[src/rtl/sv_page_walker.sv]
// sv_page_walker: instruction-side address translator between fetch and the Sysbus.
// A small fully-associative TLB answers hits in one cycle; misses run a multi-level
// Sv39/Sv48-style page-table walk, one line burst per level, one translation in flight.
module sv_page_walker #(
  parameter int BUS_DATA_WIDTH = 64,
  parameter int BUS_TAG_WIDTH  = 13,
  parameter int LEVELS         = 4,
  parameter int PA_WIDTH       = 56,
  parameter int LINE_BEATS     = 8,
  parameter int PTESIZE        = 8,
  parameter int TLB_ENTRIES    = 4
) (
  input  logic                      clk,
  input  logic                      reset,
  input  logic                      translate_en,
  input  logic [43:0]               ptbr_ppn,
  input  logic                      tlb_flush,
  input  logic                      req_valid,
  output logic                      req_ready,
  input  logic [63:0]               req_vaddr,
  output logic                      resp_valid,
  output logic [PA_WIDTH-1:0]       resp_paddr,
  output logic                      resp_fault,
  output logic                      bus_reqcyc,
  output logic [BUS_DATA_WIDTH-1:0] bus_req,
  output logic [BUS_TAG_WIDTH-1:0]  bus_reqtag,
  input  logic                      bus_reqack,
  input  logic                      bus_respcyc,
  output logic                      bus_respack,
  input  logic [BUS_DATA_WIDTH-1:0] bus_resp,
  input  logic [BUS_TAG_WIDTH-1:0]  bus_resptag
);

  localparam int VA_WIDTH = 12 + 9 * LEVELS;
  localparam int VPN_W    = 9 * LEVELS;
  localparam int PPN_W    = 44;
  localparam int LVL_W    = (LEVELS > 1) ? $clog2(LEVELS) : 1;
  localparam int OFF_W    = $clog2(LINE_BEATS * 8);
  localparam int BEAT_W   = $clog2(LINE_BEATS);
  localparam int PTR_W    = (TLB_ENTRIES > 1) ? $clog2(TLB_ENTRIES) : 1;

  localparam logic       SYSBUS_READ   = 1'b1;
  localparam logic [3:0] SYSBUS_MEMORY = 4'b0001;
  localparam logic [BUS_TAG_WIDTH-1:0] READ_TAG =
    BUS_TAG_WIDTH'({SYSBUS_READ, SYSBUS_MEMORY, 8'h00});
  localparam logic [PA_WIDTH-1:0] OFF_MASK = PA_WIDTH'((64'd1 << OFF_W) - 64'd1);

  typedef enum logic [2:0] {
    S_IDLE,
    S_REQ,
    S_BEATS,
    S_CHECK,
    S_RESP
  } state_t;

  state_t                state;
  logic [VA_WIDTH-1:0]   vaddr_q;
  logic [PA_WIDTH-1:0]   a_q;
  logic [LVL_W-1:0]      lvl_q;
  logic [BEAT_W:0]       beat_cnt;
  logic [BUS_DATA_WIDTH-1:0] pte_q;
  logic                  flushed_q;
  logic [PTR_W-1:0]      repl_ptr;

  logic [TLB_ENTRIES-1:0] tlb_valid;
  logic [VPN_W-1:0]       tlb_vpn [TLB_ENTRIES];
  logic [PPN_W-1:0]       tlb_ppn [TLB_ENTRIES];
  logic [LVL_W-1:0]       tlb_lvl [TLB_ENTRIES];

  // Address of the PTE for level lvl inside the table at base.
  function automatic logic [PA_WIDTH-1:0] pte_addr_f(input logic [PA_WIDTH-1:0] base,
                                                     input logic [LVL_W-1:0] lvl,
                                                     input logic [VA_WIDTH-1:0] va);
    logic [8:0] idx;
    idx = va[12 + 9 * int'(lvl) +: 9];
    return base + PA_WIDTH'(idx) * PA_WIDTH'(PTESIZE);
  endfunction

  // Line-aligned bus address for a PTE address.
  function automatic logic [BUS_DATA_WIDTH-1:0] line_f(input logic [PA_WIDTH-1:0] pa);
    return BUS_DATA_WIDTH'(pa & ~OFF_MASK);
  endfunction

  // Leaf PPN with the page-offset bits (12 + 9*lvl of them) taken from the VA.
  function automatic logic [PA_WIDTH-1:0] paddr_f(input logic [PPN_W-1:0] ppn,
                                                  input logic [LVL_W-1:0] lvl,
                                                  input logic [VA_WIDTH-1:0] va);
    logic [63:0] keep;
    keep = (64'd1 << (12 + 9 * int'(lvl))) - 64'd1;
    return PA_WIDTH'(((64'(ppn) << 12) & ~keep) | (64'(va) & keep));
  endfunction

  // VPN bits that take part in a match for an entry mapped at level lvl.
  function automatic logic [VPN_W-1:0] vpn_mask_f(input logic [LVL_W-1:0] lvl);
    return ~VPN_W'((64'd1 << (9 * int'(lvl))) - 64'd1);
  endfunction

  // PTE decode for the CHECK state.
  logic [PPN_W-1:0] pte_ppn;
  logic pte_v, pte_r, pte_w, pte_x;
  logic chk_bad, chk_nonleaf, chk_misaligned, chk_leaf_ok, fill_en;

  assign pte_ppn        = pte_q[53:10];
  assign pte_v          = pte_q[0];
  assign pte_r          = pte_q[1];
  assign pte_w          = pte_q[2];
  assign pte_x          = pte_q[3];
  assign chk_bad        = !pte_v || (pte_w && !pte_r);
  assign chk_nonleaf    = !pte_r && !pte_x;
  assign chk_misaligned = (pte_ppn & PPN_W'((64'd1 << (9 * int'(lvl_q))) - 64'd1)) != '0;
  assign chk_leaf_ok    = !chk_bad && !chk_nonleaf && pte_x && !chk_misaligned;
  // A flush anywhere in the walk, including this very cycle, suppresses the fill.
  assign fill_en        = (state == S_CHECK) && chk_leaf_ok && !flushed_q && !tlb_flush;

  // Beat holding the wanted PTE in the current line.
  logic [PA_WIDTH-1:0] cur_pte_addr;
  logic [BEAT_W-1:0]   beat_sel;
  assign cur_pte_addr = pte_addr_f(a_q, lvl_q, vaddr_q);
  assign beat_sel     = cur_pte_addr[OFF_W-1:3];

  // Beats are always consumed; outside BEATS they are simply dropped so the bus drains.
  assign bus_respack = bus_respcyc;
  assign bus_reqtag  = bus_reqcyc ? READ_TAG : '0;

  logic [VPN_W-1:0] req_vpn;
  logic             hit;
  logic [PTR_W-1:0] hit_idx;
  assign req_vpn = req_vaddr[VA_WIDTH-1:12];

  // Fully-associative TLB lookup on the incoming request address.
  always_comb begin
    // NOTE: every combinational output gets a default first so no path can infer a latch.
    hit     = 1'b0;
    hit_idx = '0;
    for (int i = 0; i < TLB_ENTRIES; i++) begin
      if (!hit && tlb_valid[i] &&
          (((tlb_vpn[i] ^ req_vpn) & vpn_mask_f(tlb_lvl[i])) == '0)) begin
        hit     = 1'b1;
        hit_idx = PTR_W'(i);
      end
    end
  end

  // TLB payload written on a successful walk.
  always_ff @(posedge clk) begin
    // NOTE: the payload array has no reset; an entry is never read while its valid bit is clear.
    if (fill_en) begin
      tlb_vpn[repl_ptr] <= vaddr_q[VA_WIDTH-1:12];
      tlb_ppn[repl_ptr] <= pte_ppn;
      tlb_lvl[repl_ptr] <= lvl_q;
    end
  end

  // Control FSM with registered handshake, bus and response outputs.
  always_ff @(posedge clk) begin
    // NOTE: all state here uses non-blocking assignments so every register sees pre-edge values.
    if (reset) begin
      state      <= S_IDLE;
      req_ready  <= 1'b0;
      resp_valid <= 1'b0;
      resp_paddr <= '0;
      resp_fault <= 1'b0;
      bus_reqcyc <= 1'b0;
      bus_req    <= '0;
      vaddr_q    <= '0;
      a_q        <= '0;
      lvl_q      <= '0;
      beat_cnt   <= '0;
      pte_q      <= '0;
      flushed_q  <= 1'b0;
      repl_ptr   <= '0;
      tlb_valid  <= '0;
    end else begin
      resp_valid <= 1'b0;
      if (tlb_flush) begin
        tlb_valid <= '0;
        if (state != S_IDLE) flushed_q <= 1'b1;
      end
      case (state)
        S_IDLE: begin
          req_ready <= 1'b1;
          if (req_valid && req_ready) begin
            req_ready <= 1'b0;
            vaddr_q   <= req_vaddr[VA_WIDTH-1:0];
            flushed_q <= 1'b0;
            if (!translate_en) begin
              resp_valid <= 1'b1;
              resp_paddr <= req_vaddr[PA_WIDTH-1:0];
              resp_fault <= 1'b0;
              state      <= S_RESP;
            end else if (hit && !tlb_flush) begin
              resp_valid <= 1'b1;
              resp_paddr <= paddr_f(tlb_ppn[hit_idx], tlb_lvl[hit_idx], req_vaddr[VA_WIDTH-1:0]);
              resp_fault <= 1'b0;
              state      <= S_RESP;
            end else begin
              lvl_q      <= LVL_W'(LEVELS - 1);
              a_q        <= PA_WIDTH'({ptbr_ppn, 12'h000});
              bus_reqcyc <= 1'b1;
              bus_req    <= line_f(pte_addr_f(PA_WIDTH'({ptbr_ppn, 12'h000}),
                                              LVL_W'(LEVELS - 1), req_vaddr[VA_WIDTH-1:0]));
              state      <= S_REQ;
            end
          end
        end
        S_REQ: begin
          if (bus_reqack) begin
            bus_reqcyc <= 1'b0;
            beat_cnt   <= '0;
            state      <= S_BEATS;
          end
        end
        S_BEATS: begin
          if (bus_respcyc) begin
            if (beat_cnt[BEAT_W-1:0] == beat_sel) pte_q <= bus_resp;
            beat_cnt <= beat_cnt + (BEAT_W + 1)'(1);
            if (beat_cnt == (BEAT_W + 1)'(LINE_BEATS - 1)) state <= S_CHECK;
          end
        end
        S_CHECK: begin
          if (!chk_bad && chk_nonleaf && (lvl_q != '0)) begin
            a_q        <= PA_WIDTH'({pte_ppn, 12'h000});
            lvl_q      <= lvl_q - LVL_W'(1);
            bus_reqcyc <= 1'b1;
            bus_req    <= line_f(pte_addr_f(PA_WIDTH'({pte_ppn, 12'h000}),
                                            lvl_q - LVL_W'(1), vaddr_q));
            state      <= S_REQ;
          end else if (chk_leaf_ok) begin
            resp_valid <= 1'b1;
            resp_paddr <= paddr_f(pte_ppn, lvl_q, vaddr_q);
            resp_fault <= 1'b0;
            state      <= S_RESP;
            if (fill_en) begin
              tlb_valid[repl_ptr] <= 1'b1;
              repl_ptr <= (repl_ptr == PTR_W'(TLB_ENTRIES - 1)) ? '0 : repl_ptr + PTR_W'(1);
            end
          end else begin
            resp_valid <= 1'b1;
            resp_paddr <= '0;
            resp_fault <= 1'b1;
            state      <= S_RESP;
          end
        end
        S_RESP: begin
          req_ready <= 1'b1;
          state     <= S_IDLE;
        end
        default: state <= S_IDLE;
      endcase
    end
  end

  // Bits that are deliberately ignored: response tag, PTE reserved/flag bits, upper VA bits.
  logic unused_bits;
  assign unused_bits = ^{bus_resptag, pte_q[BUS_DATA_WIDTH-1:54], pte_q[9:4],
                         req_vaddr[63:VA_WIDTH], cur_pte_addr[PA_WIDTH-1:OFF_W],
                         cur_pte_addr[2:0]};

endmodule

[config.mk]
export PLATFORM = sky130hd
export DESIGN_NAME = sv_page_walker
export DESIGN_NICKNAME = d
export VERILOG_FILES = /design/src/rtl/sv_page_walker.sv
export SDC_FILE = /design/constraint.sdc
export NUM_CORES = 1
export LEC_CHECK = 0
export CAP_MARGIN = 10
export CELL_PAD_IN_SITES_DETAIL_PLACEMENT = 1
export CELL_PAD_IN_SITES_GLOBAL_PLACEMENT = 2
export CORE_UTILIZATION = 33
export DETAILED_ROUTE_END_ITERATION = 10
export PLACE_DENSITY_LB_ADDON = 0.1
export SETUP_SLACK_MARGIN = 0.2
export SLEW_MARGIN = 15
export SYNTH_ARGS = -nofsm -noshare
export SYNTH_HDL_FRONTEND = slang
export SYNTH_SLANG_ARGS = --single-unit
[constraint.sdc]
create_clock -name clk -period 5.5 [get_ports clk]
set_input_delay 1.1 -clock clk [delete_from_list [all_inputs] [get_ports clk]]
set_output_delay 1.1 -clock clk [all_outputs]
set_load 0.02 [all_outputs]
==> results <==
==> worst paths after layout <==
check                              startpoint             end  slack, ns  depth (start not counted)
worst max-delay path            req_vaddr[22]  resp_paddr[40]       0.44                         18
worst min register to register     vaddr_q[5]      vaddr_q[5]       0.46                          2
worst min-delay path               vaddr_q[5]      vaddr_q[5]       0.46                          2
worst max register to register  tlb_lvl[0][1]  resp_paddr[40]       0.73                         19
==> layout make-up <==
type                            count  share of cell area, %
Inverter                           28                  0.331
Clock inverter                     28                  0.705
Clock buffer                       90                   5.84
Multi-Input combinational cell   1476                   30.7
Tap cell                          969                   3.82
Timing Repair Buffer              455                   13.6
Antenna cell                        1                0.00788
Sequential cell                   550                   45.0
==> layer usage <==
| metal | GRT usage [%] | routed length (um) | vias up |
|---|---|---|---|
| met4 | 7.12 | 2130 | 4 |
| li1 | - | - | 8757 |
| met2 | 39.9 | 44200 | 536 |
| met5 | 0 | 25 | - |
| met3 | 4.18 | 5380 | 104 |
| met1 | 33.7 | 43200 | 9964 |
==> stage by stage <==
step	total power [mW]	util (%)
floorplan	5.48	-
global placement	6.19	39.7
detailed placement	6.21	39.7
CTS	10.5	42.5
global route	10.8	42.6
finish	10.4	42.6
==> critical path: cells and delay by family <==
| family | cells | cell delay [ns] |
|---|---|---|
| AND/OR/NAND/NOR | 5 | 1.55 |
| AO/OA/AOI/OAI | 6 | 1.21 |
| buffers and inverters | 4 | 0.87 |
| multiplexers | 1 | 0.37 |
| adder cells (fa/ha/maj) | 1 | 0.22 |
| XOR/XNOR | 1 | 0.18 |
==> timing repair <==
action	CTS	global route
pin swaps	0	4
resized for setup	1	20
setup endpoints to repair	1	33
==> power groups by stage <==
stage | clock, mW | sequential [mW] | combinational [mW]
2_1_floorplan | 0 | 4.81 | 0.671
3_3_place_gp | 0 | 4.75 | 1.44
3_5_place_dp | 0 | 4.75 | 1.46
4_1_cts | 4.35 | 4.67 | 1.47
5_1_grt | 4.50 | 4.68 | 1.57
6_report | 4.26 | 4.67 | 1.45
==> synth_stat cells, drive strengths merged (4+ instances only) <==
master | instances | area [sq um]
a211o | 5 | 43.8
nor2b | 16 | 100
mux2 | 27 | 304
a311oi | 102 | 893
xor2 | 80 | 701
and2 | 25 | 156
a41oi | 5 | 43.8
nand3b | 4 | 30.0
a221oi | 5 | 43.8
o221ai | 8 | 70.1
nor4 | 22 | 163
o21ai | 44 | 224
nand3 | 43 | 215
nand4 | 19 | 119
o21a | 9 | 75.1
nand2b | 10 | 70.1
o211a | 29 | 290
dfxtp | 222 | 4440
a211oi | 42 | 333
xnor2 | 74 | 648
mux2i | 94 | 941
a32oi | 5 | 43.8
nor3b | 12 | 90.1
nor3 | 30 | 150
nand2 | 337 | 1260
a22oi | 5 | 37.5
a31oi | 10 | 62.6
buf | 96 | 634
mux4 | 12 | 270
a21oi | 76 | 384
or4 | 6 | 48.8
clkbuf | 105 | 394
edfxtp | 328 | 9850
o211ai | 14 | 105
inv | 27 | 101
or2 | 7 | 43.8
nor2 | 199 | 747
ha | 28 | 350
==> placed cells by master, fill, tap and decap left out, types with 9 or more instances in the layout <==
cell,count
a211oi_1,39
a21oi_1,75
a311oi_1,101
a31oi_1,10
and2_1,21
buf_12,16
buf_4,169
clkbuf_1,15
clkbuf_16,68
clkdlybuf4s50_1,260
clkinv_1,9
clkinv_2,11
conb_1,25
dfxtp_1,222
edfxtp_1,328
ha_1,28
inv_1,27
mux2_2,27
mux2i_1,93
mux4_2,12
nand2_1,337
nand2b_1,9
nand3_1,41
nand4_1,19
nor2_1,198
nor2b_1,16
nor3_1,29
nor3b_1,11
nor4_1,13
o211a_1,28
o211ai_1,14
o21ai_0,30
o21ai_1,13
xnor2_1,74
xor2_1,80
==> cells by family after synthesis <==
kind of cell             after synthesis  synth area share [%]
AND/OR/NAND/NOR                      744                  13.3
flip-flops                           550                  57.3
AO/OA/AOI/OAI                        392                  11.9
buffers and inverters                229                  4.55
XOR/XNOR                             154                  5.41
multiplexers                         133                  6.08
adder cells (fa/ha/maj)               28                  1.41
other                                  1                0.0150
==> registers in the layout, indices dropped and copies added, names as in the netlist <==
register    cells
tlb_lvl         8
bus_reqcyc      1
resp_fault      1
resp_paddr     56
bus_req        50
beat_cnt        4
lvl_q           2
pte_q          48
tlb_ppn       176
repl_ptr        2
vaddr_q        48
resp_valid      1
flushed_q       1
req_ready       1
state           3
tlb_valid       4
tlb_vpn       144
==> flow_summary_export.csv <==
group,metric,value,unit
setup_path,path_cells,"clkdlybuf4s50_1 -> xor2_1 -> nor4_2 -> buf_4 -> a21oi_1 -> or4b_4 -> or2_1 -> a211oi_4 -> mux2i_4 -> inv_1 -> ha_1 -> o311ai_2 -> a211o_1 -> a21oi_2 -> buf_12 -> or2_2 -> a211oi_1 -> nor2_1",
pwr,pwr-share-comb,14.0,%
sta,fin_ws,0.436,ns
sta,worst_pin_slew,1.26,ns
sta,final_hold_viol_count,0,
die,coreArea,74600,sq um
grt,first_global_vias,20200,
worst_hold_path,min_path_type,"flip-flop to flip-flop",
cts,insertion_delay,0.60,ns
sta,rsz0062_at_grt,"false",
synthesis,seq_area_frac_synth,57.3,%
final_layout,fill_cells,7992,
die,fp.dieArea,76700,sq um
cts,postCtsHoldBufs,0,
placement,gp_congestion,0.865,
cts,clockRootBuffer,"clkbuf_16",
final_layout,drive_gt1_share,14.0,%
drt,avgViaCountPerCell,5.38,
pwr,sequentialPowerShare,45.0,%
sta,fmax,197,MHz
drt,drc_errors,0,
final_layout,final_cells,3597,
drt,wl,95000,um
synthesis,synth_ff_type,"edfxtp_1",
pwr,p_int,7.63,mW
die,pin_count,330,
cts,numCtsBuffers,66,
synthesis,netlist_area,24900,sq um
final_layout,seqCellArea,14300,sq um
synthesis,ys_warn_count,0,
grt,grt-ovfl-total,0,
sta,fin_skew,0.0293,ns
cts,postCtsSetupBuffers,0,
drt,firstDrtPassIters,5,
synthesis,synth_edf_count,328,
pwr,p_sw,2.75,mW
cts,cts.sinks,550,
drt,drt-wirelength-per-cell,26.4,um
drt,antenna_left,0,
grt,grt_pass1_wl,139000,um
placement,place.detailed.hpwl,66100,um
grt,grt_max_degree,108,
sta,relSlewSlack,15.2,%
cts,cts_tree,"yes",
die,initial_core_util,33.4,%
final_layout,area_delta_synth_final,27.4,%
sta,finalSetupViolations,0,
outcome,outcome,"finished, final reports clean",
setup_path,cp.arrival,5.53,ns
pwr,clkPwrFrac,41.0,%
pwr,power_density,327,nW/um^2
placement,pre_cts_slack,-0.412,ns
pwr,p_leak,11.8,nW
die,rows,100,
setup_path,path_max_fanout,8,
sta,fin_crit,5.06,ns
cts,htree_num_levels,3,
setup_path,crit_type,"input port to flip-flop",
synthesis,synth_cell_types,81,
cts,cts.clk_slew.worst_paths,0.06,ns
pwr,irDropWorstVdd,0.162,mV
die,die_h,277,um
placement,portBuffers,267,
synthesis,async_flop_share,0,%
drt,drt_iter0_markers,1237,
final_layout,final_cell_area,31800,sq um
sta,holdWs,0.464,ns
final_layout,multi_input_area,9750,sq um
cts,clockBufferDepth,3,
setup_path,cp_data_required_time,5.97,ns
drt,via_count,19400,
synthesis,synth-seq-cells,550,
setup_path,startpoint_type,"input port",
setup_path,cp_slowest_stage_delay,0.56,ns
sta,drv_slew,0,
final_layout,nets,2797,
grt,antenna_found_initial,3,
flow_run,cap_violations,0,
pwr,p_sw_share,26.5,%
sta,finalSetupTns,0,ns
synthesis,syn_avg_cell_area,11.2,sq um
placement,placed_cell_area,29600,sq um
synthesis,syn_inst,2231,
setup_path,cp-end-kind,"flip-flop",
grt,grt_util_all_layers,24.6,%
sta,min_period_over_period,92.1,%
setup_path,cp_slowest_cell,"or4b_4",
placement,placed_cells,3478,
die,fp.dieW,277,um
(Power assumes the default switching activity.)
